[config.mk]
export PLATFORM = sky130hd
export DESIGN_NAME = ex_mem_skid_stage_flat
export DESIGN_NICKNAME = d
export VERILOG_FILES = /design/src/rtl/ex_mem_skid_stage_if.sv /design/src/rtl/ex_mem_skid_stage.sv /design/src/flat_wrapper.sv
export SDC_FILE = /design/constraint.sdc
export NUM_CORES = 1
export LEC_CHECK = 0
export BUFFER_PORTS_ARGS = -buffer_cell sky130_fd_sc_hd__buf_2
export CORE_MARGIN = 5
export CORE_UTILIZATION = 35
export CTS_BUF_LIST = sky130_fd_sc_hd__clkbuf_4 sky130_fd_sc_hd__clkbuf_8 sky130_fd_sc_hd__clkbuf_16
export CTS_CLUSTER_DIAMETER = 40
export CTS_CLUSTER_SIZE = 20
export DETAILED_ROUTE_END_ITERATION = 10
export PLACE_DENSITY = 0.67
export SLEW_MARGIN = 20
export SYNTH_ARGS = -nofsm -noshare
export SYNTH_HDL_FRONTEND = slang
export SYNTH_SLANG_ARGS = --single-unit
[constraint.sdc]
create_clock -name clk -period 1.55 [get_ports clk]
set_input_delay 0.2325 -clock clk [delete_from_list [all_inputs] [get_ports clk]]
set_output_delay 0.2325 -clock clk [all_outputs]
set_load 0.05 [all_outputs]
[src/rtl/ex_mem_skid_stage_if.sv]
// ---------------------------------------------------------------------------
// ex_mem_skid_stage_if : EX->MEM handshake and payload bundle
// Revision: 1.0
// ---------------------------------------------------------------------------
`default_nettype none

interface ex_mem_skid_stage_if #(
  parameter int DATA_W = 32,
  parameter int REG_AW = 5,
  parameter int PC_W   = 8
);
  logic              in_valid;
  logic              in_ready;
  logic              in_reg_write;
  logic              in_mem_to_reg;
  logic              in_mem_write;
  logic              in_mem_read;
  logic              in_branch;
  logic              in_zero;
  logic [DATA_W-1:0] in_alu_result;
  logic [DATA_W-1:0] in_write_data;
  logic [REG_AW-1:0] in_write_reg;
  logic [PC_W-1:0]   in_branch_target;

  logic              out_valid;
  logic              out_ready;
  logic              out_reg_write;
  logic              out_mem_to_reg;
  logic              out_mem_write;
  logic              out_mem_read;
  logic              out_branch;
  logic              out_zero;
  logic [DATA_W-1:0] out_alu_result;
  logic [DATA_W-1:0] out_write_data;
  logic [REG_AW-1:0] out_write_reg;
  logic [PC_W-1:0]   out_branch_target;
  logic              out_branch_taken;

  // Environment view: drives the upstream beat, consumes the downstream one.
  modport master (
    output in_valid, in_reg_write, in_mem_to_reg, in_mem_write, in_mem_read,
           in_branch, in_zero, in_alu_result, in_write_data, in_write_reg,
           in_branch_target, out_ready,
    input  in_ready, out_valid, out_reg_write, out_mem_to_reg, out_mem_write,
           out_mem_read, out_branch, out_zero, out_alu_result, out_write_data,
           out_write_reg, out_branch_target, out_branch_taken
  );

  // Stage view.
  modport slave (
    input  in_valid, in_reg_write, in_mem_to_reg, in_mem_write, in_mem_read,
           in_branch, in_zero, in_alu_result, in_write_data, in_write_reg,
           in_branch_target, out_ready,
    output in_ready, out_valid, out_reg_write, out_mem_to_reg, out_mem_write,
           out_mem_read, out_branch, out_zero, out_alu_result, out_write_data,
           out_write_reg, out_branch_target, out_branch_taken
  );
endinterface

`default_nettype wire

[src/rtl/ex_mem_skid_stage.sv]
// ---------------------------------------------------------------------------
// ex_mem_skid_stage : EX/MEM pipeline stage with two-entry skid buffer,
// flush, gated control outputs and registered branch decision.
// Optional EX_MEM_PERF_EN adds saturating stall/flush counters.
// Revision: 1.0
// ---------------------------------------------------------------------------
`default_nettype none

module ex_mem_skid_stage #(
  parameter int DATA_W = 32,
  parameter int REG_AW = 5,
  parameter int PC_W   = 8
) (
  input  wire logic             clk,
  input  wire logic             reset,
  input  wire logic             flush,
  ex_mem_skid_stage_if.slave    bus
`ifdef EX_MEM_PERF_EN
  ,
  output logic [15:0]           stall_count,
  output logic [15:0]           flush_count
`endif
);

  typedef struct packed {
    logic              reg_write;
    logic              mem_to_reg;
    logic              mem_write;
    logic              mem_read;
    logic              branch;
    logic              zero;
    logic [DATA_W-1:0] alu_result;
    logic [DATA_W-1:0] write_data;
    logic [REG_AW-1:0] write_reg;
    logic [PC_W-1:0]   branch_target;
  } beat_t;

  typedef enum logic [1:0] {
    S_EMPTY = 2'd0,
    S_ONE   = 2'd1,
    S_TWO   = 2'd2
  } state_t;

  state_t r_state;
  beat_t  r_main;
  beat_t  r_skid;
  logic   r_in_ready;
  logic   r_out_valid;

  beat_t  w_in_beat;
  logic   w_accept;
  logic   w_consume;

  assign w_in_beat = '{
    reg_write:     bus.in_reg_write,
    mem_to_reg:    bus.in_mem_to_reg,
    mem_write:     bus.in_mem_write,
    mem_read:      bus.in_mem_read,
    branch:        bus.in_branch,
    zero:          bus.in_zero,
    alu_result:    bus.in_alu_result,
    write_data:    bus.in_write_data,
    write_reg:     bus.in_write_reg,
    branch_target: bus.in_branch_target
  };

  assign w_accept  = bus.in_valid & r_in_ready & ~flush;
  assign w_consume = r_out_valid & bus.out_ready;

  // Handshake flags are registered alongside the state so neither ready nor
  // valid has a combinational path from any input.
  always_ff @(posedge clk) begin
    if (reset) begin
      r_state     <= S_EMPTY;
      r_main      <= '0;
      r_skid      <= '0;
      r_out_valid <= 1'b0;
      r_in_ready  <= 1'b1;
    end else if (flush) begin
      r_state     <= S_EMPTY;
      r_out_valid <= 1'b0;
      r_in_ready  <= 1'b1;
    end else begin
      case (r_state)
        S_EMPTY: begin
          if (w_accept) begin
            r_main      <= w_in_beat;
            r_state     <= S_ONE;
            r_out_valid <= 1'b1;
          end
        end
        S_ONE: begin
          if (w_consume && w_accept) begin
            r_main <= w_in_beat;
          end else if (w_consume) begin
            r_state     <= S_EMPTY;
            r_out_valid <= 1'b0;
          end else if (w_accept) begin
            r_skid     <= w_in_beat;
            r_state    <= S_TWO;
            r_in_ready <= 1'b0;
          end
        end
        S_TWO: begin
          if (w_consume) begin
            r_main     <= r_skid;
            r_state    <= S_ONE;
            r_in_ready <= 1'b1;
          end
        end
        default: begin
          r_state     <= S_EMPTY;
          r_out_valid <= 1'b0;
          r_in_ready  <= 1'b1;
        end
      endcase
    end
  end

  assign bus.in_ready          = r_in_ready;
  assign bus.out_valid         = r_out_valid;
  assign bus.out_reg_write     = r_main.reg_write & r_out_valid;
  assign bus.out_mem_write     = r_main.mem_write & r_out_valid;
  assign bus.out_mem_read      = r_main.mem_read  & r_out_valid;
  assign bus.out_branch_taken  = r_out_valid & r_main.branch & r_main.zero;
  assign bus.out_mem_to_reg    = r_main.mem_to_reg;
  assign bus.out_branch        = r_main.branch;
  assign bus.out_zero          = r_main.zero;
  assign bus.out_alu_result    = r_main.alu_result;
  assign bus.out_write_data    = r_main.write_data;
  assign bus.out_write_reg     = r_main.write_reg;
  assign bus.out_branch_target = r_main.branch_target;

`ifdef EX_MEM_PERF_EN
  logic [15:0] r_stall_cnt;
  logic [15:0] r_flush_cnt;

  always_ff @(posedge clk) begin
    if (reset) begin
      r_stall_cnt <= '0;
      r_flush_cnt <= '0;
    end else begin
      if (r_out_valid && !bus.out_ready && (r_stall_cnt != 16'hFFFF))
        r_stall_cnt <= r_stall_cnt + 16'd1;
      if (flush && (r_state != S_EMPTY) && (r_flush_cnt != 16'hFFFF))
        r_flush_cnt <= r_flush_cnt + 16'd1;
    end
  end

  assign stall_count = r_stall_cnt;
  assign flush_count = r_flush_cnt;
`endif

endmodule

`default_nettype wire

[src/flat_wrapper.sv]
// flat-port wrapper written by rule: the top's interface ports become plain ports
module ex_mem_skid_stage_flat 
#(
  parameter int DATA_W = 32,
  parameter int REG_AW = 5,
  parameter int PC_W   = 8
)
  (clk, reset, flush, bus_in_valid, bus_in_reg_write, bus_in_mem_to_reg, bus_in_mem_write, bus_in_mem_read, bus_in_branch, bus_in_zero, bus_in_alu_result, bus_in_write_data, bus_in_write_reg, bus_in_branch_target, bus_out_ready, bus_in_ready, bus_out_valid, bus_out_reg_write, bus_out_mem_to_reg, bus_out_mem_write, bus_out_mem_read, bus_out_branch, bus_out_zero, bus_out_alu_result, bus_out_write_data, bus_out_write_reg, bus_out_branch_target, bus_out_branch_taken);
  ex_mem_skid_stage_if #(.DATA_W(DATA_W), .REG_AW(REG_AW), .PC_W(PC_W)) bus_i ();
  input  wire logic clk;
  input  wire logic reset;
  input  wire logic flush;
  input wire logic [$bits(bus_i.in_valid)-1:0] bus_in_valid;
  input wire logic [$bits(bus_i.in_reg_write)-1:0] bus_in_reg_write;
  input wire logic [$bits(bus_i.in_mem_to_reg)-1:0] bus_in_mem_to_reg;
  input wire logic [$bits(bus_i.in_mem_write)-1:0] bus_in_mem_write;
  input wire logic [$bits(bus_i.in_mem_read)-1:0] bus_in_mem_read;
  input wire logic [$bits(bus_i.in_branch)-1:0] bus_in_branch;
  input wire logic [$bits(bus_i.in_zero)-1:0] bus_in_zero;
  input wire logic [$bits(bus_i.in_alu_result)-1:0] bus_in_alu_result;
  input wire logic [$bits(bus_i.in_write_data)-1:0] bus_in_write_data;
  input wire logic [$bits(bus_i.in_write_reg)-1:0] bus_in_write_reg;
  input wire logic [$bits(bus_i.in_branch_target)-1:0] bus_in_branch_target;
  input wire logic [$bits(bus_i.out_ready)-1:0] bus_out_ready;
  output wire logic [$bits(bus_i.in_ready)-1:0] bus_in_ready;
  output wire logic [$bits(bus_i.out_valid)-1:0] bus_out_valid;
  output wire logic [$bits(bus_i.out_reg_write)-1:0] bus_out_reg_write;
  output wire logic [$bits(bus_i.out_mem_to_reg)-1:0] bus_out_mem_to_reg;
  output wire logic [$bits(bus_i.out_mem_write)-1:0] bus_out_mem_write;
  output wire logic [$bits(bus_i.out_mem_read)-1:0] bus_out_mem_read;
  output wire logic [$bits(bus_i.out_branch)-1:0] bus_out_branch;
  output wire logic [$bits(bus_i.out_zero)-1:0] bus_out_zero;
  output wire logic [$bits(bus_i.out_alu_result)-1:0] bus_out_alu_result;
  output wire logic [$bits(bus_i.out_write_data)-1:0] bus_out_write_data;
  output wire logic [$bits(bus_i.out_write_reg)-1:0] bus_out_write_reg;
  output wire logic [$bits(bus_i.out_branch_target)-1:0] bus_out_branch_target;
  output wire logic [$bits(bus_i.out_branch_taken)-1:0] bus_out_branch_taken;
  assign bus_i.in_valid = bus_in_valid;
  assign bus_i.in_reg_write = bus_in_reg_write;
  assign bus_i.in_mem_to_reg = bus_in_mem_to_reg;
  assign bus_i.in_mem_write = bus_in_mem_write;
  assign bus_i.in_mem_read = bus_in_mem_read;
  assign bus_i.in_branch = bus_in_branch;
  assign bus_i.in_zero = bus_in_zero;
  assign bus_i.in_alu_result = bus_in_alu_result;
  assign bus_i.in_write_data = bus_in_write_data;
  assign bus_i.in_write_reg = bus_in_write_reg;
  assign bus_i.in_branch_target = bus_in_branch_target;
  assign bus_i.out_ready = bus_out_ready;
  assign bus_in_ready = bus_i.in_ready;
  assign bus_out_valid = bus_i.out_valid;
  assign bus_out_reg_write = bus_i.out_reg_write;
  assign bus_out_mem_to_reg = bus_i.out_mem_to_reg;
  assign bus_out_mem_write = bus_i.out_mem_write;
  assign bus_out_mem_read = bus_i.out_mem_read;
  assign bus_out_branch = bus_i.out_branch;
  assign bus_out_zero = bus_i.out_zero;
  assign bus_out_alu_result = bus_i.out_alu_result;
  assign bus_out_write_data = bus_i.out_write_data;
  assign bus_out_write_reg = bus_i.out_write_reg;
  assign bus_out_branch_target = bus_i.out_branch_target;
  assign bus_out_branch_taken = bus_i.out_branch_taken;
  ex_mem_skid_stage #(.DATA_W(DATA_W), .REG_AW(REG_AW), .PC_W(PC_W)) u_core (.clk(clk), .reset(reset), .flush(flush), .bus(bus_i));
endmodule
==> impl_metrics.json <==
{
  "cts_made_buffers": 17,
  "place_congestion": 0.774,
  "fmax_ghz": 0.640,
  "drtIter0Drc": 886,
  "synth_most_common_cell": "dfxtp_1",
  "post-route-drc-count": 0,
  "tritoncts": "yes",
  "synth_common_cells": "dfxtp_1 (170), buf_4 (88), a21oi_1 (85)",
  "grt_remaining_overflow": 0,
  "synth_area_leaders": "dfxtp_1 (40%), a211oi_2 (10%), mux2i_1 (9.7%), a221oi_1 (8.6%), buf_4 (7.7%)",
  "n_fill_cell": 2363,
  "async_reset_ff_frac": 0,
  "ios": 174,
  "register_area_sq_um": 3410,
  "htreeDepth": 4,
  "synthCells": 890,
  "vias_per_cell": 5.79,
  "largest_register": "u_core.r_skid",
  "yosysTopAreaCell": "dfxtp_1",
  "postCtsHoldBufs": 0,
  "finalSetupViolCount": 14,
  "area_delta_synth_final_pct": 21.3,
  "initial_utilization": 0.354,
  "synth_nets": 978,
  "finalMaxSlewViolations": 0,
  "synth-edff-count": 0,
  "largest_reg_flops": 83,
  "port_buffers": 173,
  "p_leak_nw": 4.30,
  "row_count": 57,
  "hpwl_microns": 15200,
  "max-cap-violations": 0,
  "syn_area_per_cell_sq_um": 9.63,
  "hold_class": "in -> reg",
  "fin_crit_ps": 1560,
  "multi_input_area_sq_um": 4100,
  "worstPathMaxFanout": 9,
  "power_density_nw_per_um2": 1030,
  "cp-start-kind": "flop",
  "dieArea_sq_um": 27700,
  "rsz0062_at_grt": "yes",
  "skew_ps": 8.99,
  "ys_types": 34,
  "fin_area_sq_um": 10400,
  "clock_path_buffers": 2,
  "ys_seq_area_frac": 0.397,
  "worstMarginPinSlew_ps": 366,
  "setup.worst_path.end_class": "flop",
  "hold_viol_final": 0,
  "crit_required_ps": 1850,
  "outcome": "complete, but fails checks",
  "ys_ff_latch": 170,
  "vdd_drop_max_mv": 0.551,
  "grt_pass1_wl_microns": 40400,
  "yosysWarnings": 0,
  "vias": 7483,
  "cts-root-buf": "clkbuf_16",
  "violations": "setup timing",
  "path_clk_slew_ps": 70,
  "coreArea_sq_um": 24200,
  "critPathKind": "reg -> reg",
  "synth_area_sq_um": 8570,
  "yosysTopAreaCellShare": 0.397,
  "grt_use_total": 0.177,
  "clock_latency_ps": 420,
  "fin_crit_sh": 1.01,
  "placed_cell_area_sq_um": 9360,
  "routed_wirelength_microns": 26600,
  "grt_start_max_net_pins": 67,
  "cp.arrival_ps": 1870,
  "slew_headroom": 0.756,
  "grt_pass1_vias": 7274,
  "die_x_microns": 167,
  "synth_flop_cell": "dfxtp_1",
  "wl_per_cell_microns": 20.5,
  "antenna_left": 0,
  "worst_hold_slack_ps": 61.3,
  "drive_gt1_frac": 0.370,
  "first_pass_iters": 5,
  "cts_sinks": 170,
  "post-route-worst-setup-slack_ps": -11.4,
  "dieHeight_microns": 167,
  "antenna_found_initial": 6,
  "nets": 1040
}
placed cells by master, fill, tap and decap left out, types with 2 or more instances in the layout:
cell type,Yosys,layout
buf_2,43,168
dfxtp_1,170,166
nand3_1,84,84
a21oi_1,85,84
a221oi_1,84,84
mux2i_1,83,83
o21ai_0,83,82
a211oi_2,70,75
clkbuf_16,0,23
buf_12,0,20
buf_4,88,19
buf_6,9,12
a211oi_1,13,8
buf_16,0,7
diode_2,0,4
clkinvlp_4,0,4
and2_1,3,3
a21o_1,3,3
inv_6,0,3
nand2_1,2,2
clkinv_2,0,2
clkbuf_4,3,2
buf_8,0,2
dfxtp_4,0,2
dfxtp_2,0,2
area by class of cell:
cell class              count  area share
repair buffers            234       0.182
inverters                   2    0.000722
multi-input cells         527       0.394
well taps                 324      0.0390
diodes                      4    0.000963
clock buffers              20      0.0437
clock inverters            12      0.0112
flip-flops and latches    170       0.328
critical path, cell delays in order, from the launching register on:
cell and delay, ps:
dfxtp_2 350, nor4bb_4 300, buf_6 180, a22o_4 190
buf_12 160, clkbuf_16 180, a211oi_2 70
final timing paths:
path / from / endpoint / slack (ps) / cells past startpoint
min reg2reg: u_core.r_skid[79]$_SDFFE_PP0P_ / u_core.r_skid[79]$_SDFFE_PP0P_ / 470 / 2
max reg2reg: u_core.r_state[1]$_SDFFE_PP0P_ / u_core.bus.out_write_data[7]$_SDFFE_PP0P_ / -10 / 6
min: bus_in_mem_read / u_core.r_skid[79]$_SDFFE_PP0P_ / 60 / 3
max: u_core.r_state[1]$_SDFFE_PP0P_ / u_core.bus.out_write_data[7]$_SDFFE_PP0P_ / -10 / 6
where the power goes:
part	switching (mW)	internal, mW
registers	0.0856	4.51
logic	1.22	0.639
clock network	1.92	2.32
total	3.22	7.46
routing by layer:
metal	GRT usage	wire, microns
met5	0	21
met4	0.0726	561
met3	0.0424	1810
met2	0.271	12300
met1	0.240	11900
cells by family after synthesis:
kind of cell | Yosys count | share of synthesized area
AOI/OAI and AO/OA | 345 | 0.307
buffers and inverters | 193 | 0.138
DFF | 170 | 0.397
and+or+nand+nor | 99 | 0.0610
muxes | 83 | 0.0969
timing repair:
action,4_1_cts,5_1_grt
gates resized for setup,17,18
pin swaps,4,4
cloned,3,8
buffers inserted,7,2
endpoints found under the setup margin,87,97
metrics by stage:
step	instances	power (mW)	worst slack, ps	utilization	setup TNS, ps
after floorplan	890	6.00	50.1	-	0
after global placement	1239	6.37	-91.2	0.386	-5970
after detailed placement	1239	6.39	-87.3	0.386	-5490
after CTS	1281	10.7	-33.8	0.418	-299
after global routing	1293	11.1	-65.6	0.429	-2430
final	1293	10.7	-11.4	0.429	-97.6
No activity file was read; power rests on OpenSTA's default activity.
